$ cat src/rtl/shift_seq_ctrl_pkg.sv
// Shared definitions for the multi-cycle shift sequencer: widths, op codes,
// FSM state codes and the largest per-pass step.
package shift_seq_ctrl_pkg;

  localparam int unsigned WIDTH    = 32;
  localparam int unsigned AMT_W    = 5;
  localparam int unsigned STEP_W   = 2;
  localparam int unsigned STEP_MAX = 3;

  typedef enum logic [1:0] {
    OP_LSL = 2'b00,
    OP_LSR = 2'b01,
    OP_ASR = 2'b10,
    OP_ROR = 2'b11
  } op_e;

  typedef enum logic [1:0] {
    ST_IDLE  = 2'b00,
    ST_SHIFT = 2'b01,
    ST_DONE  = 2'b10
  } state_e;

endpackage

$ cat src/rtl/shift_seq_ctrl_if.sv
// Request/response bus of the shift sequencer.
//   start  : request strobe (sampled only while idle)
//   op     : 00 LSL, 01 LSR, 10 ASR, 11 ROR
//   amount : shift amount 0..31
//   d_in   : operand
//   d_out  : result register
//   busy   : high while a request is in flight (SHIFT and DONE)
//   done   : one-cycle pulse, d_out valid
interface shift_seq_ctrl_if;
  import shift_seq_ctrl_pkg::*;

  logic                 start;
  logic [1:0]           op;
  logic [AMT_W-1:0]     amount;
  logic [WIDTH-1:0]     d_in;
  logic [WIDTH-1:0]     d_out;
  logic                 busy;
  logic                 done;

  modport master (output start, op, amount, d_in, input d_out, busy, done);
  modport slave  (input start, op, amount, d_in, output d_out, busy, done);
endinterface

$ cat src/rtl/shift_seq_ctrl_shift_step.sv
// Combinational step shifter: moves the operand 0..3 positions in one pass.
//   d_in_i  : operand
//   op_i    : shift kind, selects the fill for vacated bits
//   shamt_i : step size 0..3
//   d_out_o : shifted result (combinational)
module shift_step
  import shift_seq_ctrl_pkg::*;
(
  input  logic [WIDTH-1:0]  d_in_i,
  input  op_e               op_i,
  input  logic [STEP_W-1:0] shamt_i,
  output logic [WIDTH-1:0]  d_out_o
);

  // Fixed-distance shift; k is always a constant at the call sites.
  function automatic logic [WIDTH-1:0] shift_by(input logic [WIDTH-1:0] d,
                                                input op_e op,
                                                input int unsigned k);
    logic [WIDTH-1:0] r;
    case (op)
      OP_LSL:  r = d << k;
      OP_LSR:  r = d >> k;
      OP_ASR:  r = WIDTH'($signed(d) >>> k);
      default: r = (d >> k) | (d << (WIDTH - k));
    endcase
    return r;
  endfunction

  logic [WIDTH-1:0] s1_c, s2_c, s3_c;

  always_comb begin
    s1_c = shift_by(d_in_i, op_i, 1);
    s2_c = shift_by(d_in_i, op_i, 2);
    s3_c = shift_by(d_in_i, op_i, 3);
  end

  // One 4:1 mux per bit, selected by the step size.
  for (genvar i = 0; i < WIDTH; i++) begin : g_bit
    assign d_out_o[i] = (shamt_i == 2'd0) ? d_in_i[i] :
                        (shamt_i == 2'd1) ? s1_c[i]   :
                        (shamt_i == 2'd2) ? s2_c[i]   : s3_c[i];
  end

endmodule

$ cat src/rtl/shift_seq_ctrl.sv
// Multi-cycle shift sequencer: performs a 32-bit shift of 0..31 positions by
// iterating passes of at most three positions through shift_step.
//   clk   : clock, rising edge
//   reset : asynchronous, active-high
//   bus   : request/response interface (slave side)
module shift_seq_ctrl
  import shift_seq_ctrl_pkg::*;
(
  input  logic            clk,
  input  logic            reset,
  shift_seq_ctrl_if.slave bus
);

  state_e             state_q, state_d;
  logic [WIDTH-1:0]   data_q, data_d;
  op_e                op_q, op_d;
  logic [AMT_W-1:0]   rem_q, rem_d;
  logic               busy_q, busy_d;
  logic               done_q, done_d;
  logic [STEP_W-1:0]  step_c;
  logic [WIDTH-1:0]   step_out_c;

  // Largest step the shifter can take this pass.
  assign step_c = (rem_q >= AMT_W'(STEP_MAX)) ? STEP_W'(STEP_MAX) : rem_q[STEP_W-1:0];

  shift_step u_step (
    .d_in_i  (data_q),
    .op_i    (op_q),
    .shamt_i (step_c),
    .d_out_o (step_out_c)
  );

  // State and datapath registers.
  always_ff @(posedge clk or posedge reset) begin
    if (reset) begin
      state_q <= ST_IDLE;
      data_q  <= '0;
      op_q    <= OP_LSL;
      rem_q   <= '0;
      busy_q  <= 1'b0;
      done_q  <= 1'b0;
    end else begin
      state_q <= state_d;
      data_q  <= data_d;
      op_q    <= op_d;
      rem_q   <= rem_d;
      busy_q  <= busy_d;
      done_q  <= done_d;
    end
  end

  // Next-state, datapath update and registered handshake outputs.
  always_comb begin
    state_d = state_q;
    data_d  = data_q;
    op_d    = op_q;
    rem_d   = rem_q;
    case (state_q)
      ST_IDLE: begin
        if (bus.start) begin
          data_d  = bus.d_in;
          op_d    = op_e'(bus.op);
          rem_d   = bus.amount;
          state_d = (bus.amount != '0) ? ST_SHIFT : ST_DONE;
        end
      end
      ST_SHIFT: begin
        data_d  = step_out_c;
        rem_d   = rem_q - AMT_W'(step_c);
        state_d = (rem_d == '0) ? ST_DONE : ST_SHIFT;
      end
      ST_DONE:  state_d = ST_IDLE;
      default:  state_d = ST_IDLE;
    endcase
    // Handshake flags track the state being entered so they are registered.
    busy_d = (state_d != ST_IDLE);
    done_d = (state_d == ST_DONE);
  end

  assign bus.d_out = data_q;
  assign bus.busy  = busy_q;
  assign bus.done  = done_q;

endmodule

$ cat src/flat_wrapper.sv
// flat-port wrapper written by rule: the top's interface ports become plain ports
module shift_seq_ctrl_flat import shift_seq_ctrl_pkg::*;
  (clk, reset, bus_start, bus_op, bus_amount, bus_d_in, bus_d_out, bus_busy, bus_done);
  shift_seq_ctrl_if bus_i ();
  input  logic clk;
  input  logic reset;
  input wire logic [$bits(bus_i.start)-1:0] bus_start;
  input wire logic [$bits(bus_i.op)-1:0] bus_op;
  input wire logic [$bits(bus_i.amount)-1:0] bus_amount;
  input wire logic [$bits(bus_i.d_in)-1:0] bus_d_in;
  output wire logic [$bits(bus_i.d_out)-1:0] bus_d_out;
  output wire logic [$bits(bus_i.busy)-1:0] bus_busy;
  output wire logic [$bits(bus_i.done)-1:0] bus_done;
  assign bus_i.start = bus_start;
  assign bus_i.op = bus_op;
  assign bus_i.amount = bus_amount;
  assign bus_i.d_in = bus_d_in;
  assign bus_d_out = bus_i.d_out;
  assign bus_busy = bus_i.busy;
  assign bus_done = bus_i.done;
  shift_seq_ctrl u_core (.clk(clk), .reset(reset), .bus(bus_i));
endmodule
$ cat config.mk
export PLATFORM = sky130hd
export DESIGN_NAME = shift_seq_ctrl_flat
export DESIGN_NICKNAME = d
export VERILOG_FILES = /design/src/rtl/shift_seq_ctrl_pkg.sv /design/src/rtl/shift_seq_ctrl_if.sv /design/src/rtl/shift_seq_ctrl_shift_step.sv /design/src/rtl/shift_seq_ctrl.sv /design/src/flat_wrapper.sv
export SDC_FILE = /design/constraint.sdc
export NUM_CORES = 1
export LEC_CHECK = 0
export CAP_MARGIN = 30
export CELL_PAD_IN_SITES_DETAIL_PLACEMENT = 0
export CELL_PAD_IN_SITES_GLOBAL_PLACEMENT = 1
export CORE_MARGIN = 2
export CORE_UTILIZATION = 52
export DETAILED_ROUTE_END_ITERATION = 16
export DONT_BUFFER_PORTS = 1
export GPL_TIMING_DRIVEN = 1
export PLACE_DENSITY = 0.87
export SYNTH_ARGS = -nofsm -noshare
export SYNTH_HDL_FRONTEND = slang
export SYNTH_HIERARCHICAL = 1
export SYNTH_SLANG_ARGS = --single-unit
$ cat constraint.sdc
create_clock -name clk -period 3.8 [get_ports clk]
set_clock_uncertainty 0.15 [all_clocks]
set_input_delay 0.38 -clock clk [delete_from_list [all_inputs] [get_ports clk]]
set_output_delay 0.38 -clock clk [all_outputs]
set_load 0.02 [all_outputs]
==> impl_metrics.toml, run 1 <==
[outcome]
outcome = "finished clean"

[hold_path]
timing.hold.worst.class = "primary input to flip-flop"
startpoint_of_the_lowest_slack_hold_path = "bus_op[0]"

[sta]
maxSlewViolCount = 0
grt_setup_unrepaired = "no"
worst-slew-pin-transition_ps = 868
max_freq_mhz = 384
layout_worst_path_cycle_share = 0.686
timing_hold_violations_final = 0
min_period_ps = 2610
setup_total_negative_slack_ps = 0
slew-limit-headroom = 0.420
timing.final.setup_violations = 0

[synthesis]
synthesis.area_per_instance_um2 = 8.78
post_synth_top_area_share = 0.294
synth-main-ff-cell = "sky130_fd_sc_hd__dfrtp_1"
synth-seq-area-share = 0.294
synthesis.instances = 417
ys_types = 46
synthTopCellsByArea = "sky130_fd_sc_hd__dfrtp_1 (29%), sky130_fd_sc_hd__mux4_2 (17%), sky130_fd_sc_hd__nand2_1 (14%)"
synthesis.nets = 461
synth_top_area_cell = "sky130_fd_sc_hd__dfrtp_1"
post_synth_edffs = 0
ys_async_sr_fraction = 1.00
yosysWarnings = 6
mappedNetlistArea_um2 = 3660
synth_seq_cells = 43

[clock_network]
cts.reportedPaths.clkPinSlew_ps = 90
worst_skew_pair.late_latency_ps = 300
cts_setup_buffers = 0
clock-sinks = 43
ctsLongestPathBuffers = 2
tritoncts.num_buffers = 5
root_buffer = "sky130_fd_sc_hd__clkbuf_8"
cts_resized = 0
tritoncts = "done"
htree_levels = 2

[layout]
insertedDiodeCount = 0
fin_cells = 499
areaGrowthSynthToFinish_pct = 4.34
utilization = 0.562
layout-drive-gt1-share = 0.146
num-nets-final = 446
n_fill_cell = 623
ff_latch_area_um2 = 1080
multiInputGateArea_um2 = 2360

[global_routing]
grt.overflow.total = 0
first_global_vias = 3026
grt_pass1_wl_um = 15000
pin_count_of_the_biggest_net_entering_global_routing = 44
groute.usage.overall = 0.245
grt_antenna_before_repair = 0

[floorplan]
placeableCoreArea_um2 = 6790
floorplan.die_area_um2 = 7730
die_x_um = 87.9
placementRows = 30
effective_utilization_at_floorplan = 0.539
die_h_um = 87.9
io_pins = 76

[power]
power.density_nw_per_um2 = 1080
p_leak_nw = 1.94
max-vdd-ir-drop_v = 0.000422

[route]
total_number_of_vias = 3072
wl_um = 8950
drt-pass1-iter-count = 4
ant_nets = 0
vias_per_cell = 6.16
drt_iter0_markers = 310
wire_per_inst_um = 17.9
detail_route.drc_violations = 0

[setup_path]
worst_setup_ep_type = "flip-flop"
path_delay_family = "simple AND/OR/NAND/NOR gates"
setup.worst_path.start = "u_core/rem_q[2]"
critical_path_required_ps = 3800
critical_path.cell_chain = "nor3_1, nand2b_2, buf_16, mux4_2, mux2i_1, o21ai_0"
worstPathBufferInverterCount = 1
worstPathArrival_ps = 2600
timing.critical_path.fanout_max = 16
criticalPathCategory = "flip-flop to flip-flop"
critPathMaxStageDelay_ps = 470
r2r-start = "u_core/rem_q[2]"
timing.critical_path.from_type = "flip-flop"
crit_path_top_delay_cell = "sky130_fd_sc_hd__dfrtp_1"

[placed_design]
placedCellCount = 489
detail_placement_hpwl_um = 6160
gp_congestion = 0.813
port_buffers = 0

[run]
maxCapViolations = 0
cells by family (layout without fill, tap and decap cells):
kind of cell	Yosys count	in the layout	share of synthesized area
simple gates	162	162	0.181
compound gates	101	101	0.162
mux	69	69	0.287
flops	43	43	0.294
buf+inv	39	25	0.0666
fa+ha+maj	2	2	0.00683
xor+xnor	1	1	0.00239
cells in the mapped netlist (all sizes together), types with 2 or more instances:
master and number:
mux4 28, buf 30, or2 2, ha 2
a21oi 5, mux2i 38, or4 2, nand2b 3
a21bo 3, nand2 139, o22ai 4, mux2 3
nand3 3, a31oi 2, inv 6, dfrtp 43
a32o 2, nor2 7, clkbuf 3, o21ai 72
state kept, by name, indices dropped and copies added, names as in the netlist:
| signal | count |
|---|---|
| u_core/state_q | 2 |
| u_core/bus.done | 1 |
| u_core/bus.d_out | 32 |
| u_core/rem_q | 5 |
| u_core/bus.busy | 1 |
| u_core/op_q | 2 |
cell type report:
cell class | count | share of cell area
timing repair buffer | 11 | 0.0327
clock buffer | 6 | 0.0216
inverter | 6 | 0.00589
tap | 96 | 0.0314
multi-input combinational | 335 | 0.618
sequential | 43 | 0.282
clock inverter | 2 | 0.00917
power breakdown:
part / internal, W / switching [W]
Combinational: 0.00122 / 0.00129
Sequential: 0.000689 / 0.000556
Clock: 0.000213 / 0.000169
Total: 0.00212 / 0.00202
final timing paths:
| path | endpoint | slack, ps | cells after the start |
|---|---|---|---|
| min | u_core/op_q[0] | 70 | 1 |
| max reg2reg | u_core/bus.d_out[7] | 1190 | 6 |
| min reg2reg | u_core/rem_q[1] | 400 | 2 |
| max | u_core/bus.d_out[7] | 1190 | 6 |
| min in group asynchronous | u_core/rem_q[3] | 520 | 3 |
| max in group asynchronous | u_core/bus.d_out[3] | 2610 | 3 |
through the flow:
stage	total power, W	hold WS, ps	area, um2	worst slack, ps
6_report	0.00413	72.5	3820	1190
3_5_place_dp	0.00374	300	3670	1040
5_1_grt	0.00451	51.1	3820	973
4_1_cts	0.00413	64.9	3790	995
3_3_place_gp	0.00364	291	3640	1080
2_1_floorplan	0.00332	333	3660	1670
what timing repair did:
item | CTS | global route
endpoints found under the setup margin | 0 | 0
endpoints found under the hold margin | 43 | 0
hold buffers | 1 | 0
layout by cell type (no fill, tap or decap), types with 2 or more instances in the layout:
cell	count
sky130_fd_sc_hd__a32o_1	2
sky130_fd_sc_hd__o21ai_2	2
sky130_fd_sc_hd__o21ai_0	11
sky130_fd_sc_hd__mux2_4	2
sky130_fd_sc_hd__a21bo_1	3
sky130_fd_sc_hd__or4_1	2
sky130_fd_sc_hd__o21ai_1	59
sky130_fd_sc_hd__or2_2	2
sky130_fd_sc_hd__o22ai_1	4
sky130_fd_sc_hd__mux4_2	28
sky130_fd_sc_hd__inv_1	5
sky130_fd_sc_hd__a21oi_1	5
sky130_fd_sc_hd__buf_16	2
sky130_fd_sc_hd__nand2b_2	2
sky130_fd_sc_hd__a31oi_1	2
sky130_fd_sc_hd__mux2i_1	38
sky130_fd_sc_hd__clkbuf_8	6
sky130_fd_sc_hd__buf_4	8
sky130_fd_sc_hd__nor2_1	6
sky130_fd_sc_hd__ha_1	2
sky130_fd_sc_hd__nand3_1	3
sky130_fd_sc_hd__nand2_1	139
sky130_fd_sc_hd__dfrtp_1	43
metal layers:
| metal | up-vias | wire, um | global-route usage |
|---|---|---|---|
| met2 | 113 | 4300 | 0.393 |
| li1 | 1461 | - | - |
| met3 | 9 | 591 | 0.0622 |
| met5 | - | 0 | 0 |
| met1 | 1489 | 4000 | 0.338 |
| met4 | 0 | 55 | 0.0517 |
Note: power is estimated with default switching activity, not from simulation.
==> run 2, diff against run 1 <==
CORE_UTILIZATION = 48   (was 52)
PLACE_DENSITY = 0.81   (was 0.87)
clock period = 2.4 ns   (was 3.8 ns; I/O delays follow)
==> run 2 against run 1 <==
Net effect: global-route usage is 0.77 points lower; die area is 8.0% higher; clock-buffer cell count stayed put.
==> impl_metrics.toml, run 2 (synthesized netlist as in run 1, its figures left out) <==
[outcome]
outcome = "finished clean"

[power]
p_leak_nw = 2.10
internal_power_w = 0.00340
power.net_switching_w = 0.00325
share_seq_of_total_power = 0.298
power_share_of_the_clock_group = 0.085
max-vdd-ir-drop_v = 0.000690
comb_power_share = 0.618
p_total_w = 0.00665
switching_share = 0.488
power.density_nw_per_um2 = 1580

[sta]
max_freq_mhz = 450
layout_worst_path_cycle_share = 0.927
maxSlewViolCount = 0
min_period_ps = 2220
worst-slew-pin-transition_ps = 643
timing_hold_violations_final = 0
grt_setup_unrepaired = "no"
slew-limit-headroom = 0.569
worst_hold_slack_ps = 11.1
setup_total_negative_slack_ps = 0
timing.final.setup_violations = 0

[global_routing]
grt_pass1_wl_um = 16200
grt_util_met1 = 0.332
grt_antenna_before_repair = 0
pin_count_of_the_biggest_net_entering_global_routing = 42
first_global_vias = 3208
grt.busiest_layer = "met2"
grt.met3_usage = 0.0398
grt.overflow.total = 0
groute.usage.overall = 0.237
gr-usage-met2 = 0.381

[route]
wl_um = 9500
drt-pass1-iter-count = 4
vias_per_cell = 6.01
detail_route.drc_violations = 0
ant_nets = 0
wire_per_inst_um = 17.5
total_number_of_vias = 3266
drt_iter0_markers = 190

[setup_path]
r2r_setup_slack_ps = 180
timing.critical_path.from_type = "flip-flop"
criticalPathCategory = "flip-flop to flip-flop"
worstPathArrival_ps = 2250
worst_setup_ep_type = "flip-flop"
critical_path_required_ps = 2420
timing.critical_path.fanout_max = 35

[clock_network]
worst_skew_pair.late_latency_ps = 290
cts_setup_buffers = 0
tritoncts.num_buffers = 5
root_buffer = "sky130_fd_sc_hd__clkbuf_8"
ctsLongestPathBuffers = 2
tritoncts = "done"
cts.reportedPaths.clkPinSlew_ps = 90
clock-sinks = 43
htree_levels = 2

[layout]
ff_latch_area_um2 = 1080
insertedDiodeCount = 0
num-nets-final = 488
mostFrequentLayoutCells = "sky130_fd_sc_hd__nand2_1 (139), sky130_fd_sc_hd__o21ai_1 (59), sky130_fd_sc_hd__dfrtp_1 (43), sky130_fd_sc_hd__mux2i_1 (38), sky130_fd_sc_hd__dlygate4sd3_1 (37)"
areaGrowthSynthToFinish_pct = 14.6
fin_cells = 543
layout-drive-gt1-share = 0.144
n_fill_cell = 660
multiInputGateArea_um2 = 2370
largest_reg_flops = 32
layout.cells.most_common = "sky130_fd_sc_hd__nand2_1"

[placed_design]
detail_placement_hpwl_um = 6570
port_buffers = 0
gp_congestion = 0.866
placedCellCount = 499

[run]
maxCapViolations = 0

[floorplan]
placementRows = 31
io_pins = 76
die_h_um = 91.4
placeableCoreArea_um2 = 7330
effective_utilization_at_floorplan = 0.500
die_x_um = 91.4
floorplan.die_area_um2 = 8340

[hold_path]
timing.hold.worst.class = "primary input to flip-flop"
## run 2: cell type report
cell class | count | area share
inverters | 6 | 0.00537
multi-input cells | 335 | 0.565
clock buffers | 6 | 0.0173
clock inverters | 1 | 0.00715
flip-flops and latches | 43 | 0.256
well taps | 99 | 0.0295
repair buffers | 53 | 0.120
## run 2: metrics by stage
step                      cell area, um2  worst slack (ps)  utilization
after global routing                4200              10.8        0.573
after detailed placement            3710               139        0.507
after floorplan                     3660               267            -
after CTS                           4190               131        0.571
final                               4200               176        0.573
after global placement              3710               214        0.507
## run 2: metal layers
metal  vias to the layer above  routed length (um)
met2                       126                4640
li1                       1544                   -
met1                      1586                4170
met5                         -                   0
met4                         0                 106
met3                        10                 578
## run 2: worst paths after layout
kind / cells past startpoint / startpoint / end
min in group asynchronous: 2 / reset / u_core/bus.d_out[11]
worst max register to register: 7 / u_core/rem_q[3] / u_core/bus.d_out[15]
worst min-delay path: 2 / bus_d_in[25] / u_core/bus.d_out[25]
worst min register to register: 2 / u_core/rem_q[1] / u_core/rem_q[1]
worst max-delay path: 7 / u_core/rem_q[3] / u_core/bus.d_out[15]
max in group asynchronous: 3 / reset / u_core/bus.d_out[29]
## run 2: power by group through the flow
stage / Clock (W) / Sequential, W / Combinational (W)
floorplan: 0 / 0.00178 / 0.00348
CTS: 0.000575 / 0.00197 / 0.00407
detailed placement: 0 / 0.00198 / 0.00401
global route: 0.000600 / 0.00205 / 0.00459
finish: 0.000562 / 0.00198 / 0.00411
global placement: 0 / 0.00197 / 0.00393
## run 2: what timing repair did
item,in CTS,in global routing
hold buffers,37,0
resized for setup,0,2
hold endpoints to repair,52,0
endpoints found under the setup margin,0,23
## run 2: worst max-delay path, stage by stage (launching register included)
cell	delay [ps]
sky130_fd_sc_hd__dfrtp_1	450
sky130_fd_sc_hd__nor3_2	350
sky130_fd_sc_hd__buf_4	180
sky130_fd_sc_hd__nand2b_2	70
sky130_fd_sc_hd__buf_12	190
sky130_fd_sc_hd__mux4_2	460
sky130_fd_sc_hd__mux2i_1	150
sky130_fd_sc_hd__o21ai_1	80
